===== config.mk =====
export PLATFORM = sky130hd
export DESIGN_NAME = sram_arbiter
export DESIGN_NICKNAME = d
export VERILOG_FILES = /design/src/rtl/sram_arbiter_pkg.sv /design/src/rtl/sram_arb_pick.sv /design/src/rtl/sram_arbiter.sv
export SDC_FILE = /design/constraint.sdc
export NUM_CORES = 1
export LEC_CHECK = 0
export ABC_AREA = 1
export BUFFER_PORTS_ARGS = -buffer_cell sky130_fd_sc_hd__buf_2
export CORE_AREA = 5 5 84 86
export CTS_CLUSTER_SIZE = 10
export DETAILED_ROUTE_END_ITERATION = 8
export DIE_AREA = 0 0 89 91
export GPL_TIMING_DRIVEN = 1
export PLACE_DENSITY_LB_ADDON = 0.1
export SETUP_SLACK_MARGIN = 0.15
export SYNTH_ARGS = -nofsm -noshare
export SYNTH_HDL_FRONTEND = slang
export SYNTH_SLANG_ARGS = --single-unit
export TNS_END_PERCENT = 30

===== constraint.sdc =====
create_clock -name clk -period 1.2 [get_ports clk]
set_input_delay 0.12 -clock clk [delete_from_list [all_inputs] [get_ports clk]]
set_output_delay 0.12 -clock clk [all_outputs]
set_load 0.005 [all_outputs]

===== src/rtl/sram_arbiter_pkg.sv =====
// Shared constants, owner encoding and counter helper for the SRAM arbiter slice.
// Imported by sram_arb_pick and sram_arbiter.
package sram_arbiter_pkg;

    localparam int MEM_ADDR_W     = 16;
    localparam int MEM_DATA_W     = 32;
    localparam int ARB_STARVE_LIM = 4;
    localparam int STARVE_W       = 4;

    // Who owns the SRAM read data that appears in the current cycle.
    typedef enum logic [1:0] {
        OWN_NONE = 2'd0,
        OWN_IF   = 2'd1,
        OWN_D    = 2'd2
    } owner_e;

    // Counts data grants that fetch has had to sit through; saturates at lim.
    function automatic logic [STARVE_W-1:0] starve_next(
        input logic [STARVE_W-1:0] cnt,
        input logic [STARVE_W-1:0] lim,
        input logic                if_req,
        input logic                if_gnt,
        input logic                d_gnt
    );
        logic [STARVE_W-1:0] nxt;
        nxt = cnt;
        if (!if_req || if_gnt) begin
            nxt = '0;
        end else if (d_gnt && (cnt < lim)) begin
            nxt = cnt + 1'b1;
        end
        return nxt;
    endfunction

endpackage


===== src/rtl/sram_arb_pick.sv =====
// Combinational grant pick: data wins by default, fetch wins once the
// starvation counter has reached its limit.
module sram_arb_pick
    import sram_arbiter_pkg::*;
(
    input  logic if_req,
    input  logic d_req,
    input  logic starve_max,
    output logic if_gnt,
    output logic d_gnt
);

    logic w_if_forced;

    assign w_if_forced = if_req && starve_max;

    always_comb begin
        if_gnt = 1'b0;
        d_gnt  = 1'b0;
        if (d_req && !w_if_forced) begin
            d_gnt = 1'b1;
        end else if (if_req) begin
            if_gnt = 1'b1;
        end
    end

endmodule


===== src/rtl/sram_arbiter.sv =====
// Shares one single-port, 1-cycle-latency SRAM between fetch (read-only) and
// the data stage; tracks the owner of each in-flight response for routing.
module sram_arbiter
    import sram_arbiter_pkg::*;
#(
    parameter int ADDR_W     = MEM_ADDR_W,
    parameter int DATA_W     = MEM_DATA_W,
    parameter int STARVE_LIM = ARB_STARVE_LIM
) (
    input  logic                clk,
    input  logic                rst_n,

    input  logic                if_req,
    input  logic [ADDR_W-1:0]   if_addr,
    output logic                if_gnt,
    input  logic                if_flush,
    output logic                if_rvalid,
    output logic [DATA_W-1:0]   if_rdata,

    input  logic                d_req,
    input  logic                d_we,
    input  logic [ADDR_W-1:0]   d_addr,
    input  logic [DATA_W-1:0]   d_wdata,
    output logic                d_gnt,
    output logic                d_rvalid,
    output logic [DATA_W-1:0]   d_rdata,

    output logic                mem_ce,
    output logic                mem_we,
    output logic [ADDR_W-1:0]   mem_addr,
    output logic [DATA_W-1:0]   mem_wdata,
    input  logic [DATA_W-1:0]   mem_rdata,

    output logic [1:0]          o_dbg_owner,
    output logic [STARVE_W-1:0] o_dbg_starve_cnt
);

    localparam logic [STARVE_W-1:0] LIM = STARVE_W'(STARVE_LIM);

    logic [STARVE_W-1:0] r_starve_cnt;
    owner_e              r_owner;
    owner_e              w_owner_nxt;
    logic                w_starve_max;
    logic                w_if_gnt;
    logic                w_d_gnt;

    assign w_starve_max = (r_starve_cnt == LIM);

    sram_arb_pick u_pick (
        .if_req     (if_req),
        .d_req      (d_req),
        .starve_max (w_starve_max),
        .if_gnt     (w_if_gnt),
        .d_gnt      (w_d_gnt)
    );

    assign if_gnt = w_if_gnt;
    assign d_gnt  = w_d_gnt;

    always_ff @(posedge clk or negedge rst_n) begin
        if (!rst_n) begin
            r_starve_cnt <= '0;
        end else begin
            r_starve_cnt <= starve_next(r_starve_cnt, LIM, if_req, w_if_gnt, w_d_gnt);
        end
    end

    // Owner state register: reloaded every cycle, so responses never bubble.
    always_ff @(posedge clk or negedge rst_n) begin
        if (!rst_n) begin
            r_owner <= OWN_NONE;
        end else begin
            r_owner <= w_owner_nxt;
        end
    end

    always_comb begin
        w_owner_nxt = OWN_NONE;
        if (w_if_gnt) begin
            w_owner_nxt = OWN_IF;
        end else if (w_d_gnt) begin
            w_owner_nxt = OWN_D;
        end
    end

    // Flush only hides the stale fetch response; the SRAM read still happened.
    always_comb begin
        if_rvalid = 1'b0;
        d_rvalid  = 1'b0;
        case (r_owner)
            OWN_IF:  if_rvalid = !if_flush;
            OWN_D:   d_rvalid  = 1'b1;
            default: ;
        endcase
    end

    assign if_rdata = mem_rdata;
    assign d_rdata  = mem_rdata;

    always_comb begin
        mem_ce    = w_if_gnt | w_d_gnt;
        mem_we    = w_d_gnt & d_we;
        mem_addr  = if_addr;
        mem_wdata = '0;
        if (w_d_gnt) begin
            mem_addr  = d_addr;
            mem_wdata = d_wdata;
        end
    end

    assign o_dbg_owner      = r_owner;
    assign o_dbg_starve_cnt = r_starve_cnt;

`ifndef SYNTHESIS
    a_one_grant: assert property (@(posedge clk) disable iff (!rst_n)
        !(w_if_gnt && w_d_gnt));
    a_if_gnt_req: assert property (@(posedge clk) disable iff (!rst_n)
        w_if_gnt |-> if_req);
    a_d_gnt_req: assert property (@(posedge clk) disable iff (!rst_n)
        w_d_gnt |-> d_req);
    a_cnt_bound: assert property (@(posedge clk) disable iff (!rst_n)
        r_starve_cnt <= LIM);
`endif

endmodule


; Yosys cells after proc, flatten, opt, wreduce, memory -nomap -nowiden
; Index checks and enable logic that the tools add are counted.
; W data, S select, Z words.
[totals]
ff_bits = 6
output_inout_bits = 124
word_cells = 28
[op_classes]
add_sub_neg = 1
n_lt_le_gt_ge = 1
eq_ne = 3
n_mux = 11
bitwise_logic = 2
reduce_logical = 8
[ops]
columns = op, count
row1 = $mux W32, 1
row2 = $mux W16, 1
row3 = $mux W4, 2
row4 = $mux W1, 5
row5 = $add A4 B1 Y4 const B, 1
row6 = $eq A4 B3 Y1 const B, 1
row7 = $lt A4 B3 Y1 const B, 1
row8 = $mux W2, 2
row9 = $logic_and A1 B1 Y1, 3
row10 = $logic_not A1 Y1, 3
row11 = $eq A2 B1 Y1 const B, 1
row12 = $eq A2 B2 Y1 const B, 1
row13 = $reduce_bool A2 Y1, 1
row14 = $and A1 B1 Y1, 1
row15 = $logic_or A1 B1 Y1, 1
row16 = $or A1 B1 Y1, 1

; Longest topological paths before layout
[depth]
word_depth = 8
ltp_mapped = 9
mapped_depth_nobuf = 8

; Cells and area by module
; From an unflattened synthesis, not the netlist that was laid out.
[hier_totals]
cells_unflattened = 225
hier_area_um2 = 1295.0
[modules_own_cells]
columns = module, instances, cells_per_inst, area_each_um2, seq_area_each_um2
row1 = sram_arbiter, 1, 221, 1267.5, 150.1
row2 = sram_arb_pick, 1, 4, 27.5, 0.0

; Worst setup path before layout
; No wires, ideal clock.
[synth_path]
kind = reg2out
startpoint = register r_starve_cnt[0] (netlist: o_dbg_starve_cnt[0])
endpoint = output port mem_wdata[14]
t_arrival_ps = 1208
required_ps = 1080
setup_slack_ps = -128
stages_incl_launch_ff = 9
n_path_buf = 1
path_cell_list = dfrtp_1 -> inv_1 -> ha_1 -> nand2_1 -> inv_2 -> nand2_4 -> nand2_8 -> clkbuf_8 -> nor2_1
[synth_via]
elab_chain_cells = 6
[synth_rtl]
columns = element, line_no
row1 = "start, declared", sram_arbiter.sv:40  ; logic [STARVE_W-1:0] r_starve_cnt;
row2 = "start signal, assigned", sram_arbiter.sv:64  ; r_starve_cnt <= starve_next(r_starve_cnt, LIM, if_req, w_if_gnt, w_d_gnt);
row3 = $eq A4 B3 Y1, sram_arbiter.sv:47  ; assign w_starve_max = (r_starve_cnt == LIM);
row4 = $logic_and A1 B1 Y1, sram_arb_pick.sv:15  ; assign w_if_forced = if_req && starve_max;
row5 = $logic_not A1 Y1, sram_arb_pick.sv:20  ; if (d_req && !w_if_forced) begin
row6 = $logic_and A1 B1 Y1, sram_arb_pick.sv:20
row7 = $mux W1, sram_arb_pick.sv:20
row8 = $mux W32, sram_arbiter.sv:105  ; if (w_d_gnt) begin
row9 = "end, declared", sram_arbiter.sv:31  ; output logic [DATA_W-1:0] mem_wdata,
; No other way between the ends.

; Worst setup path in the final report
[layout_path]
startpoint = register r_starve_cnt[1] (netlist: o_dbg_starve_cnt[1])
endpoint = output port mem_addr[2]
[layout_via]
elab_chain_cells = 6
[layout_rtl]
columns = element, line_no
row1 = $eq A4 B3 Y1, sram_arbiter.sv:47
row2 = $logic_and A1 B1 Y1, sram_arb_pick.sv:15
row3 = $logic_not A1 Y1, sram_arb_pick.sv:20
row4 = $logic_and A1 B1 Y1, sram_arb_pick.sv:20
row5 = $mux W1, sram_arb_pick.sv:20
row6 = $mux W16, sram_arbiter.sv:105
row7 = "end, declared", sram_arbiter.sv:30  ; output logic [ADDR_W-1:0] mem_addr,
; No other way between the ends.

==> flow_summary.json <==
{
  "status": "finished, violations left",
  "violations": "setup timing",
  "clkSinkCount": 6,
  "overflow": 0,
  "ir_drop_v": 0.0003277,
  "cp_max_fo": 14,
  "cts_buffer_depth": 2,
  "final_nets": 414,
  "period_share_pct": 133.3,
  "yosysTopAreaCellShare_pct": 34.53,
  "dieArea_sq_um": 8099,
  "slew_headroom_pct": 84.37,
  "power_density_nw_per_um2": 535.8,
  "wl_per_cell_um": 11.58,
  "grt_max_degree": 15,
  "required_ns": 1.08,
  "cp.arrival_ns": 1.48,
  "ys_ff_latch": 6,
  "syn_avg_cell_area_sq_um": 6.076,
  "yosys-top-cells-area": "buf_4, nor2_1, inv_1",
  "crit_end": "mem_addr[2]",
  "critPathTopFamily": "buffers and inverters",
  "htree_levels": 1,
  "synth_area_sq_um": 1391,
  "synthesis.nets": 333,
  "cts_buffers": 3,
  "port_buffers": 129,
  "crit_chain": "inv_2 -> ha_4 -> nand2_2 -> inv_2 -> nand2_4 -> nand2_8 -> buf_12 -> nand2_2 -> nand2_1 -> buf_2",
  "crit_start": "o_dbg_starve_cnt[1]",
  "core-area_sq_um": 6205,
  "cp-end-kind": "output port",
  "ff2ff_setup_slack_ns": 0.07,
  "grt_pass1_wl_mm": 6.810,
  "path_class": "reg2out",
  "ys_warn_count": 0,
  "worstMarginPinSlew_ns": 0.2344,
  "fin_crit_ns": 1.599,
  "clk_latency_ns": 0.22,
  "die_w_um": 89,
  "drive_gt1_share_pct": 63.96,
  "via_count": 1496,
  "dp_hpwl_mm": 3.872,
  "final_common_cell": "buf_2",
  "ff2ff_path_depth": 8,
  "grt_usage_pct": 10.37,
  "die_h_um": 91,
  "grt_pass1_vias": 1522,
  "fin_area_sq_um": 1942,
  "initial_core_util_pct": 22.42,
  "first_pass_iters": 3,
  "std_cell_rows": 29,
  "syn_inst": 229,
  "path_clk_slew_ns": 0.04,
  "reg2reg_from": "o_dbg_starve_cnt[1]",
  "num_io_pins": 226,
  "hold_path_class": "in2reg",
  "syn2layout_area_growth_pct": 39.57,
  "critPathBufInv": 4,
  "cts-root-buf": "clkbuf_8",
  "fin_worst_skew_ns": 0.0005713,
  "max_stage_delay_ns": 0.37,
  "drt-total-wl_mm": 4.459,
  "yosysUniqueCellTypes": 17,
  "crit_slowest_cell": "dfrtp_1",
  "rr_endpoint": "o_dbg_owner[1]",
  "clock.fmax_mhz": 625.2,
  "cp_num_cells": 10,
  "synth_top_area_cell": "buf_4",
  "cap_violations": 0,
  "cts_tree": "yes",
  "ant_nets": 0,
  "fin_ws_ns": -0.3994,
  "via_per_inst": 3.886,
  "antenna_found_initial": 0,
  "fin_cells": 385,
  "hold_violations": 0,
  "rsz0062_at_grt": "true",
  "remaining_drc_errors": 0,
  "gp_congestion": 0.6821,
  "hold_start": "if_req",
  "setup_viol": 52,
  "post_dp_cell_area_sq_um": 1813,
  "dp.cells": 380,
  "final_util_pct": 31.30,
  "leakagePower_nw": 1.276,
  "start_kind": "register",
  "antenna_cells": 0,
  "cts_setup_buffers": 0,
  "ys_seq_area_share_pct": 10.79,
  "finalMaxSlewViolations": 0,
  "final_cell_mix": "buf_2, inv_1, nand2_1",
  "drt_iter0_markers": 27
}
## routing by layer
layer / global-route usage (%) / wire length, um / vias to the layer above
li1: - / - / 753
met1: 9.815 / 1416 / 628
met2: 19.86 / 2318 / 84
met3: 2.715 / 564 / 31
met4: 5.087 / 160 / 0
met5: 0 / 0 / -
## sequential cells by signal (all words and copies together), names as in the netlist
register / cells
o_dbg_owner: 2
o_dbg_starve_cnt: 4
## through the flow
step / worst slack, ns / hold slack, ns / TNS (ns) / power [mW]
5_1_grt: -0.5025 / 0.1786 / -23.31 / 1.120
2_1_floorplan: -0.1090 / -0.1756 / -4.218 / 0.6268
6_report: -0.3994 / 0.1660 / -18.34 / 1.041
3_5_place_dp: -0.2177 / -0.04677 / -9.217 / 0.7191
3_3_place_gp: -0.2214 / -0.04539 / -9.177 / 0.7211
4_1_cts: -0.4150 / 0.1678 / -19.29 / 1.043
## worst min-delay path by stage
stage	endpoint	cells after the start
after floorplan	o_dbg_owner[0]	0
after global placement	o_dbg_starve_cnt[1]	1
after detailed placement	o_dbg_owner[0]	1
after CTS	o_dbg_starve_cnt[3]	3
after global routing	o_dbg_starve_cnt[3]	3
final	o_dbg_starve_cnt[3]	3
## cells in the mapped netlist
cell      count
buf_4        64
nor2_1       43
inv_1        42
nand2_1      33
nand3_1      19
dfrtp_1       6
nand2_2       6
buf_6         5
ha_1          2
inv_2         2
a21oi_1       1
buf_12        1
buf_8         1
clkbuf_8      1
nand2_4       1
nand2_8       1
nor2_4        1
## tightest hold or removal path, delay by kind of cell
family	cells	cell delay, ns
buffers and inverters	2	0.16
and+or+nand+nor	1	0.07
## final cells by class
class,count,area [sq um]
tap,77,96.34
clock buffer,3,41.29
sequential,6,150.1
inverter,44,165.2
fill,707,4263
timing repair buffer,147,838.3
multi-input combinational,108,650.6
## what timing repair did
action	in CTS	in global routing
endpoints found under the hold margin	6	0
cloned	1	0
setup endpoints to repair	54	57
hold buffers	1	0
resized for setup	9	15
pin swaps	2	6
## where the power goes
group	switching, mW	total [mW]	internal (mW)	leakage, nW
Clock	0.0869	0.302	0.216	0.0216
Combinational	0.246	0.524	0.278	1.18
Sequential	0.00408	0.214	0.210	0.0793
## cell families after synthesis
group | share of synthesized area [%]
buf+inv | 53.96
flops | 10.79
fa+ha+maj | 1.798
compound gates | 0.3594
simple gates | 33.09
(Power assumes the default switching activity.)
